File: src/rtl/sriov_pkg.sv
// sriov_pkg: shared SR-IOV capability constants, register offsets and VF FSM state type
package sriov_pkg;
  typedef enum logic [1:0] {ST_DISABLED, ST_ENABLING, ST_ENABLED, ST_DISABLING} vf_state_e;
  localparam logic [11:0] OFF_HDR  = 12'h000;
  localparam logic [11:0] OFF_CAP  = 12'h004;
  localparam logic [11:0] OFF_CTRL = 12'h008;
  localparam logic [11:0] OFF_VFS  = 12'h00C;
  localparam logic [11:0] OFF_NUM  = 12'h010;
  localparam logic [11:0] OFF_RID  = 12'h014;
  localparam logic [15:0] SRIOV_CAP_ID  = 16'h0010;
  localparam logic [3:0]  SRIOV_CAP_VER = 4'h1;
endpackage

File: src/rtl/sriov_vf_enable_fsm.sv
// sriov_vf_enable_fsm: VF Enable settle sequencer; a bit0 flip mid-transition reverses direction
module sriov_vf_enable_fsm
  import sriov_pkg::*;
#(
  parameter int SETTLE = 1024
) (
  input  logic        clk,
  input  logic        rst_n,
  input  logic        i_vf_en,
  input  logic [15:0] i_num_vfs,
  output logic        o_busy,
  output logic        o_enabled,
  output logic [15:0] o_num_vfs_active
);
  localparam int CW = $clog2(SETTLE);
  localparam logic [CW-1:0] LOAD = CW'(SETTLE - 1);
  vf_state_e r_state, w_next;
  logic [CW-1:0] r_cnt;
  logic [15:0] r_num_active;
  logic w_load, w_cnt_zero;
  assign w_cnt_zero = r_cnt == '0;
  always_comb begin
    w_next = r_state;
    case (r_state)
      ST_DISABLED: w_next = i_vf_en ? ST_ENABLING : ST_DISABLED;
      ST_ENABLING: w_next = !i_vf_en ? ST_DISABLING : (w_cnt_zero ? ST_ENABLED : ST_ENABLING);
      ST_ENABLED:  w_next = i_vf_en ? ST_ENABLED : ST_DISABLING;
      default:     w_next = i_vf_en ? ST_ENABLING : (w_cnt_zero ? ST_DISABLED : ST_DISABLING);
    endcase
  end
  assign w_load = (w_next == ST_ENABLING || w_next == ST_DISABLING) && w_next != r_state;
  always_ff @(posedge clk or negedge rst_n) begin
    if (!rst_n) begin
      r_state      <= ST_DISABLED;
      r_cnt        <= '0;
      r_num_active <= '0;
    end else begin
      r_state <= w_next;
      r_cnt   <= w_load ? LOAD : (w_cnt_zero ? r_cnt : r_cnt - CW'(1));
      if (w_next == ST_ENABLING && r_state != ST_ENABLING)
        r_num_active <= i_num_vfs;
      else if (w_next == ST_DISABLED && r_state != ST_DISABLED)
        r_num_active <= '0;
    end
  end
  assign o_busy           = r_state == ST_ENABLING || r_state == ST_DISABLING;
  assign o_enabled        = r_state == ST_ENABLED;
  assign o_num_vfs_active = r_num_active;
endmodule

File: src/rtl/sriov_ctrl_regs.sv
// sriov_ctrl_regs: SR-IOV extended capability register block with VF Enable sequencing
module sriov_ctrl_regs
  import sriov_pkg::*;
#(
  parameter logic [11:0] CAP_BASE         = 12'h160,
  parameter logic [11:0] NEXT_CAP_PTR     = 12'h000,
  parameter int          TOTAL_VFS        = 16,
  parameter int          INITIAL_VFS      = 16,
  parameter logic [15:0] FIRST_VF_OFFSET  = 16'd1,
  parameter logic [15:0] VF_STRIDE        = 16'd1,
  parameter int          VF_SETTLE_CYCLES = 1024,
  parameter bit          VF_10BIT_TAG_SUP = 1'b0,
  parameter bit          VF_14BIT_TAG_SUP = 1'b0
) (
  input  logic        clk,
  input  logic        rst_n,
  input  logic [11:0] cfg_addr,
  input  logic        cfg_wr_en,
  input  logic [3:0]  cfg_wr_be,
  input  logic [31:0] cfg_wr_data,
  input  logic        cfg_rd_en,
  output logic [31:0] cfg_rd_data,
  output logic        cfg_rd_valid,
  input  logic        dev_cap2_10bit_tag_supported,
  input  logic        dev_cap2_14bit_tag_supported,
  output logic        vf_enabled,
  output logic        vf_busy,
  output logic [15:0] num_vfs_active,
  output logic        vf_mse,
  output logic        vf_10bit_tag_req_en,
  output logic        ari_capable_hier
);
  logic [11:0] w_off;
  logic w_tag10_cap, w_tag14_cap, w_wr_ctrl, w_wr_num;
  logic r_vf_en, r_mse, r_ari, r_tag10, r_rd_valid;
  logic [15:0] r_num_vfs;
  logic [31:0] w_ctrl, w_rd_mux, r_rd_data;
  assign w_off       = cfg_addr - CAP_BASE;
  assign w_tag10_cap = VF_10BIT_TAG_SUP & dev_cap2_10bit_tag_supported;
  assign w_tag14_cap = VF_14BIT_TAG_SUP & dev_cap2_14bit_tag_supported;
  assign w_ctrl      = {26'b0, r_tag10 & w_tag10_cap, r_ari, r_mse, 2'b0, r_vf_en};
  always_comb
    w_rd_mux = w_off == OFF_HDR  ? {NEXT_CAP_PTR, SRIOV_CAP_VER, SRIOV_CAP_ID} :
               w_off == OFF_CAP  ? {28'b0, w_tag14_cap, w_tag10_cap, 2'b0} :
               w_off == OFF_CTRL ? w_ctrl :
               w_off == OFF_VFS  ? {16'(TOTAL_VFS), 16'(INITIAL_VFS)} :
               w_off == OFF_NUM  ? {16'b0, r_num_vfs} :
               w_off == OFF_RID  ? {VF_STRIDE, FIRST_VF_OFFSET} : '0;
  assign w_wr_ctrl = cfg_wr_en && w_off == OFF_CTRL && cfg_wr_be[0];
  // NumVFs is frozen while VFs are enabled or settling, and over-range values are dropped
  assign w_wr_num  = cfg_wr_en && w_off == OFF_NUM && &cfg_wr_be[1:0] && !r_vf_en && !vf_busy &&
                     {1'b0, cfg_wr_data[15:0]} <= 17'(TOTAL_VFS);
  always_ff @(posedge clk or negedge rst_n) begin
    if (!rst_n) begin
      r_vf_en    <= 1'b0;
      r_mse      <= 1'b0;
      r_ari      <= 1'b0;
      r_tag10    <= 1'b0;
      r_num_vfs  <= 16'(INITIAL_VFS);
      r_rd_valid <= 1'b0;
      r_rd_data  <= '0;
    end else begin
      if (w_wr_ctrl) begin
        r_vf_en <= cfg_wr_data[0];
        r_mse   <= cfg_wr_data[3];
        r_tag10 <= cfg_wr_data[5] & w_tag10_cap;
        if (!r_vf_en) r_ari <= cfg_wr_data[4];
      end
      if (w_wr_num) r_num_vfs <= cfg_wr_data[15:0];
      r_rd_valid <= cfg_rd_en;
      if (cfg_rd_en) r_rd_data <= w_rd_mux;
    end
  end
  sriov_vf_enable_fsm #(.SETTLE(VF_SETTLE_CYCLES)) u_fsm (
    .clk             (clk),
    .rst_n           (rst_n),
    .i_vf_en         (r_vf_en),
    .i_num_vfs       (r_num_vfs),
    .o_busy          (vf_busy),
    .o_enabled       (vf_enabled),
    .o_num_vfs_active(num_vfs_active)
  );
  assign cfg_rd_data         = r_rd_data;
  assign cfg_rd_valid        = r_rd_valid;
  assign vf_mse              = r_mse & vf_enabled;
  assign vf_10bit_tag_req_en = w_ctrl[5];
  assign ari_capable_hier    = r_ari;
endmodule

File: config.mk
export PLATFORM = sky130hd
export DESIGN_NAME = sriov_ctrl_regs
export DESIGN_NICKNAME = d
export VERILOG_FILES = /design/src/rtl/sriov_pkg.sv /design/src/rtl/sriov_vf_enable_fsm.sv /design/src/rtl/sriov_ctrl_regs.sv
export SDC_FILE = /design/constraint.sdc
export NUM_CORES = 1
export LEC_CHECK = 0
export CAP_MARGIN = 0
export CELL_PAD_IN_SITES_DETAIL_PLACEMENT = 1
export CELL_PAD_IN_SITES_GLOBAL_PLACEMENT = 1
export CORE_ASPECT_RATIO = 0.7
export CORE_UTILIZATION = 30
export CTS_CLUSTER_SIZE = 30
export DETAILED_ROUTE_END_ITERATION = 8
export PLACE_DENSITY_LB_ADDON = 0.1
export SYNTH_ARGS = -nofsm -noshare
export SYNTH_HDL_FRONTEND = slang
export SYNTH_SLANG_ARGS = --single-unit
File: constraint.sdc
create_clock -name clk -period 2.01 [get_ports clk]
set_input_delay 0.201 -clock clk [delete_from_list [all_inputs] [get_ports clk]]
set_output_delay 0.201 -clock clk [all_outputs]
set_load 0.01 [all_outputs]
==> results of run 1 <==
## metrics by stage
stage                     TNS, ps  setup WS (ps)  util [%]
final                           0           39.4      46.0
after CTS                   -69.6          -21.4      45.5
after floorplan                 0           4.36         -
after global placement     -11550           -416      41.6
after global routing        -32.9          -19.2      46.0
after detailed placement   -14740           -520      41.6
## registers in the layout (all words and copies together), names as in the netlist
| name | count |
|---|---|
| u_fsm.r_cnt | 10 |
| r_mse | 1 |
| r_num_vfs | 16 |
| cfg_rd_data | 18 |
| r_vf_en | 1 |
| u_fsm.o_num_vfs_active | 16 |
| ari_capable_hier | 1 |
| cfg_rd_valid | 1 |
| u_fsm.r_state | 2 |
## worst min-delay path by stage
stage | start | end | slack (ps) | depth (start not counted)
2_1_floorplan | rst_n | ari_capable_hier | -90 | 0
3_3_place_gp | rst_n | u_fsm.o_num_vfs_active[11] | 230 | 1
3_5_place_dp | rst_n | u_fsm.o_num_vfs_active[11] | 230 | 1
4_1_cts | rst_n | u_fsm.o_num_vfs_active[11] | 410 | 2
5_1_grt | rst_n | u_fsm.o_num_vfs_active[11] | 440 | 2
6_report | rst_n | cfg_rd_data[15] | 400 | 2
## critical path, cell delays in order (launching register included)
cell     delay [ps]
dfrtp_1         380
buf_4           140
or3_1           410
or4_4           470
or4_1           420
nand3_1          90
## layer usage
| metal | wire, um | share of wire [%] |
|---|---|---|
| met2 | 3580 | 43 |
| met3 | 343 | 4.1 |
| met4 | 89 | 1.1 |
| met5 | 0 | 0 |
| met1 | 4270 | 52 |
## power groups by stage
stage | logic (mW) | clock network, mW | registers (mW)
5_1_grt | 0.642 | 1.69 | 1.56
3_5_place_dp | 0.554 | 0 | 1.55
4_1_cts | 0.563 | 1.63 | 1.53
2_1_floorplan | 0.277 | 0 | 1.54
6_report | 0.580 | 1.60 | 1.54
3_3_place_gp | 0.534 | 0 | 1.55
## cell families after synthesis
family,Yosys count
flip-flops,66
AO/OA/AOI/OAI,65
buffers and inverters,61
AND/OR/NAND/NOR,59
multiplexers,10
XOR/XNOR,6
adder cells (fa/ha/maj),3
other,1
## layout by cell type, fill, tap and decap left out, types with 4 or more instances in the layout
cell type / count
clkdlybuf4s50_1: 68
nand2b_1: 5
nand2_1: 7
or4_1: 5
conb_1: 15
clkbuf_16: 9
inv_1: 32
o22ai_1: 14
a22o_1: 17
nor2_1: 4
buf_4: 26
nand3_1: 9
o21ai_0: 7
mux2_4: 7
dfrtp_1: 65
a31oi_1: 13
nor2b_1: 4
## layout make-up
type / instances / area [um2] / area share (%)
Inverter: 34 / 128 / 2.87
Timing Repair Buffer: 104 / 991 / 22.3
Tap cell: 128 / 160 / 3.61
Multi-Input combinational cell: 158 / 1200 / 27.1
Clock buffer: 13 / 270 / 6.09
Clock inverter: 2 / 35.0 / 0.789
Sequential cell: 66 / 1650 / 37.2
## repair_timing
action / CTS / global route
endpoints found under the setup margin: 45 / 23
pin swaps: 10 / 3
gates resized for setup: 14 / 12
gates cloned: 0 / 0
hold endpoints to repair: 21 / 0
buffers inserted: 2 / 0
hold buffers: 1 / 0
==> results.md, run 1 <==
- Run status: finished clean
- Wire length after detailed routing: 8280 um
- Clock buffer depth: 2
- Total GRT Usage: between 10% and 20%
- Layout cell share with drive strength beyond 1: 19.6%
- Int Pwr: 2.80 mW
- Synth Area in Adders: 1.26%
- Gate count of the mapped netlist: 271
- Library cell with the highest instance count after synthesis: dfrtp_1
- Worst-margin pin slew: 571 ps
- Pleak: 1.96 nW
- First-pass GRT wire length: 13400 um
- Sequential-to-total area share from yosys stat: 55.5%
- Top post-synthesis cells by count: 65 x dfrtp_1, 34 x inv_1, 17 x a22o_1
- Final routed DRC violation total: 0
- Met2 track utilization from global routing: 25.7%
- Dominant combinational cell family by area after synthesis: compound AO/OA/AOI/OAI gates
- N_diodes: 0
- Placed Cells: 487
- TritonCTS clock tree: yes
- Non-filler cells, final: around 510
- Data arrival time of the critical path: 2240 ps
- Count of cell types in the netlist: 46
- Library cell used as clock root buffer: clkbuf_16
- Number of antenna violations at the first check in global routing: 0
- Worst reg-to-reg setup slack: 40 ps
- Final max-slew violation count: 0
- Top cell type's share of synthesized area: 54.6%
- Worst flop-to-flop path endpoint: u_fsm.r_cnt[9]
- Fraction of power consumed by the clock network: 43.0%
- Count of pins on the block boundary: 108
- Kind of start point of the critical path: flop
- Post-route minimum period: 1970 ps
- Max Clock Skew: 5.40 ps
- Mux share of post-synthesis cell area: 3.74%
- Number of DRC markers in iteration 0: approximately 120
- Final setup violation count: 0
- Setup repair after global routing missed its margin: true
- Relative contribution of sequential cells to total power: 41.4%
- Critical register-to-register path startpoint: u_fsm.r_cnt[2]
- Floorplan Core Area: 9650 um2
- YS warnings: 0
- Worst setup path category: flop to flop
- TritonCTS buffer count: 9
- Yosys reg bits: 66
- Net switching share of the total power: 24.8%
- Ys flop type: dfrtp_1
- Maximum net fanout on the critical path: 4
- Tightest hold margin: between 400 and 500 ps
- Largest cells by area after synthesis: dfrtp_1 55%, a22o_1 5.0%, inv_1 4.3%
- H-Tree Depth: 3
- Hold Crit Class: input pin to asynchronous set/reset pin
- Layout overhead on the synthesized area: 49.1%
- Achievable clock frequency: 507 MHz
- Net switching power: 924 uW
- Required time reported for the critical path endpoint: 2280 ps
- Gr busiest metal: met2
- Cell area after placement: 4010 um2
- GP Congestion: 0.753
- Die footprint: 10300 um2
- Worst R2R Path Depth: 5
- Cell area after layout: 4440 um2
- Source of the critical timing path: u_fsm.r_cnt[2]
- Row Count: 30
- Fraction of synthesis flops using an asynchronous set or reset pin: 100%
- Maximum number of pins on one net before global-route repair: 27
- Routed wire length per instance: approximately 16 um
- Clock latency at the later pin of the worst-skew pair: about 330 ps
- DRT antenna net count: 0
- Die height: 85.3 um
- Dominant cell type by area after synthesis: dfrtp_1
- Initial Util: a little under a third
- Grt ovf: 0
- Quantity of I/O buffers inserted on ports: 72
- Worst relative slew slack: 61.9%
- TritonCTS Sinks: 66
- Post-route fraction of the period consumed by the critical path: 98.0%
- Combinational cell fraction of total power: roughly 16%
- Number of enable-type register cells in the synthesized netlist: 0
- Syn Area/Cell: 11.0 um2
- Simple-gate share of the synthesized area: 12.0%
- Share of the synthesized area in compound gates (AO/OA/AOI/OAI): 15.9%
- Dpl hpwl: just under 6000 um
- Die W: 121 um
- Global routing met1 resource utilization: 24.5%
- Count of final hold-check violations: 0
- Pwr Total: 3.72 mW
- Detail-routed via count per cell: about 4.8
- Fillers: 1049
- Number of max-cap violations: 0
- Number of nets in the layout: 430
- Detailed-routing iteration count for the pre-antenna-repair pass: 4
- Kind of capture point of the worst setup path: flop
- Number of global-route vias before repair: ~2600
- Mapped Area: 2980 um2
- Met3 demand-to-capacity share in global routing: 4.97%
- Power per cell area: 838 nW/um2
- Worst setup path endpoint: u_fsm.r_cnt[9]
- Clock transition at the registers of the reported paths: roughly 60 ps
- Via count: 2399
- Peak supply drop: 446 uV
- Area share of xor/xnor cells in the synthesized design: 1.77%
Power figures use the tool's default switching activity.
==> inputs of run 2 (changes only) <==
- GPL_ROUTABILITY_DRIVEN: unset -> 1
==> results of run 2 <==
No change in the layout: final DEF, timing and power equal those of run 1.
==> inputs of run 3 (changes only) <==
- PLACE_DENSITY: unset -> 0.8
- PLACE_DENSITY_LB_ADDON: 0.1 -> unset
- SLEW_MARGIN: unset -> 5
==> results.md, run 3 (same netlist as run 1, synthesis figures left out) <==
- Final routed DRC violation total: 2 (+2)
- Number of antenna violations at the first check in global routing: 0 (unchanged)
- Post-route minimum period: 2050 ps (+82.1 ps)
- First-pass GRT wire length: 14800 um (+10%)
- Via count: 2571 (+7.2%)
- Most frequent standard cell in the layout excluding fill and tap cells: clkdlybuf4s50_1
- Worst reg-to-reg setup slack: -40 ps (-80 ps)
- TritonCTS Sinks: 66 (unchanged)
- Total GRT Usage: 19.1% (+1.8 points)
- Run status: finished, violations left
- Number of DRC markers in iteration 0: 115 (-6.5%)
- Floorplan Core Area: 9650 um2 (unchanged)
- Final setup violation count: 2 (+2)
- Dpl hpwl: 6420 um (+9.6%)
- Net switching power: 945 uW (+2.3%)
- Library cell used as clock root buffer: clkbuf_16
- Flip-flop count of the largest register after layout: 18 (unchanged)
- Number of global-route vias before repair: 2719 (+5.1%)
- Peak supply drop: 369 uV (-17%)
- Max Clock Skew: 8.38 ps (+2.98 ps)
- GP Congestion: 0.751 (-0.20%)
- Row Count: 30 (unchanged)
- Layout overhead on the synthesized area: 51.1%
- Source of the critical timing path: u_fsm.r_cnt[0]
- Quantity of I/O buffers inserted on ports: 72 (unchanged)
- Critical register-to-register path startpoint: u_fsm.r_cnt[0]
- Die footprint: 10300 um2 (unchanged)
- Hold Crit Class: input pin to asynchronous set/reset pin
- Routed wire length per instance: 18.5 um (+13%)
- Final TNS setup: -66.6 ps (-66.6 ps)
- Post-route fraction of the period consumed by the critical path: 102% (+4.1 points)
- Area of the multi-input gates: 1240 um2 (+3.2%)
- Die height: 85.3 um (unchanged)
- Non-filler cells, final: 514 (+1.8%)
- Setup repair after global routing missed its margin: true
- Number of max-cap violations: 0 (unchanged)
- Kind of capture point of the worst setup path: flop
- Clock transition at the registers of the reported paths: 50 ps (about the same)
- Wire length after detailed routing: 9500 um (+15%)
- Number of nets in the layout: 439 (+2.1%)
- Most used cells in the layout excluding fill and tap cells: 66 x clkdlybuf4s50_1, 64 x dfrtp_1, 36 x buf_4
- Layout cell share with drive strength beyond 1: 22.3% (+2.7 points)
- TritonCTS clock tree: yes
- Maximum net fanout on the critical path: 5 (+1)
- N_diodes: 0 (unchanged)
- Clock buffer depth: 2 (unchanged)
- Kind of start point of the critical path: flop
- Net switching share of the total power: 26.3% (+1.5 points)
- Worst setup path category: flop to flop
- Grt ovf: 0 (unchanged)
- Cell area after layout: 4500 um2 (+1.3%)
- Data arrival time of the critical path: 2260 ps (+20 ps)
- Initial Util: 30.9% (unchanged)
- H-Tree Depth: 3 (unchanged)
- Placed Cells: 493 (+1.2%)
- Worst R2R Path Depth: 9 (+4)
- Achievable clock frequency: 487 MHz (-4.0%)
- Worst flop-to-flop path endpoint: u_fsm.r_cnt[5]
- Power per cell area: 798 nW/um2 (-4.8%)
- TritonCTS buffer count: 9 (unchanged)
- Worst relative slew slack: 64.0% (+2.0 points)
- Cell area after placement: 4060 um2 (+1.1%)
- Int Pwr: 2.64 mW (-5.5%)
- Violated checks: design-rule violations, negative setup slack
- Detail-routed via count per cell: 5.00 (+5.3%)
- Fraction of power consumed by the clock network: 40.1% (-2.9 points)
- Count of pins on the block boundary: 108 (unchanged)
- Combinational cell fraction of total power: 16.7% (+1.1 points)
- Setup WS post-layout: -42.6 ps (-82.1 ps)
- Detailed-routing iteration count for the pre-antenna-repair pass: 6 (+2)
- Maximum number of pins on one net before global-route repair: 42 (+56%)
- Worst-margin pin slew: 538 ps (-32.8 ps)
- Final max-slew violation count: 0 (unchanged)
- Reg area: 1650 um2 (about the same)
- Fillers: 1042 (-0.67%)
- Pleak: 2.02 nW (+2.7%)
- Relative contribution of sequential cells to total power: 43.2% (+1.8 points)
- Count of final hold-check violations: 0 (unchanged)
- DRT antenna net count: 0 (unchanged)
- Worst setup path endpoint: u_fsm.r_cnt[5]
- Clock latency at the later pin of the worst-skew pair: 330 ps (about the same)
- Die W: 121 um (unchanged)
- Required time reported for the critical path endpoint: 2220 ps (-60 ps)
## run 3: changes by cell type in the layout (fill, tap and decap cells not counted), sizes merged
cell / before / now
buf: 32 / 40
dlygate4sd2: 3 / 0
dlymetal6s2s: 0 / 3
clkdlybuf4s50: 68 / 66
a31oi: 14 / 15
bufinv: 1 / 0
clkbuf: 13 / 14
clkdlybuf4s15: 0 / 1
clkinvlp: 0 / 1
## run 3: power groups by stage
stage / Sequential, mW / Combinational, mW / Clock [mW]
2_1_floorplan: 1.54 / 0.277 / 0
3_3_place_gp: 1.55 / 0.503 / 0
3_5_place_dp: 1.56 / 0.530 / 0
4_1_cts: 1.54 / 0.541 / 1.46
5_1_grt: 1.57 / 0.663 / 1.52
6_report: 1.55 / 0.599 / 1.44
## run 3: what timing repair did
action / CTS / global route
gates resized for setup: 19 / 18
pin swaps: 6 / 14
buffers inserted: 2 / 2
hold buffers: 1 / 0
gates cloned: 1 / 0
hold endpoints to repair: 20 / 0
setup endpoints to repair: 55 / 27
## run 3: area by class of cell
class	instances	share of cell area, %
Clock buffer	13	5.79
Clock inverter	2	0.278
Sequential cell	66	36.8
Multi-Input combinational cell	159	27.6
Tap cell	128	3.56
Inverter	34	2.84
Timing Repair Buffer	112	23.1
## run 3: per-layer routing
metal	wire length [um]	GRT usage, %	up-vias
met2	4560	30.1	94
met3	609	5.58	14
met5	0	0	-
met1	4200	25.1	1300
met4	130	6.62	0
li1	-	-	1163
## run 3: worst min path at each step
stage | start | endpoint | cells past startpoint | slack, ps
detailed placement | rst_n | u_fsm.r_cnt[0] | 1 | 190
CTS | rst_n | u_fsm.r_cnt[0] | 2 | 370
floorplan | rst_n | ari_capable_hier | 0 | -90
global placement | rst_n | u_fsm.r_cnt[0] | 1 | 180
global route | rst_n | u_fsm.r_cnt[0] | 2 | 420
finish | rst_n | u_fsm.r_cnt[0] | 2 | 360
## run 3: through the flow
| step | hold WS (ps) | setup WS, ps | total power [mW] | utilization, % |
|---|---|---|---|---|
| 6_report | 355 | -42.6 | 3.59 | 46.6 |
| 5_1_grt | 422 | -128 | 3.75 | 46.6 |
| 4_1_cts | 372 | -45.2 | 3.54 | 45.9 |
| 3_5_place_dp | 188 | -623 | 2.09 | 42.1 |
| 3_3_place_gp | 185 | -476 | 2.05 | 42.1 |
| 2_1_floorplan | -94.6 | 4.36 | 1.82 | - |
## run 3: critical path, cell delays in order, from the launching register on
cell	delay [ps]
dfrtp_1	380
inv_2	80
ha_4	130
or4b_4	470
nor4_4	230
buf_6	180
buf_6	120
nor4_2	50
xnor2_1	190
nand2_1	90
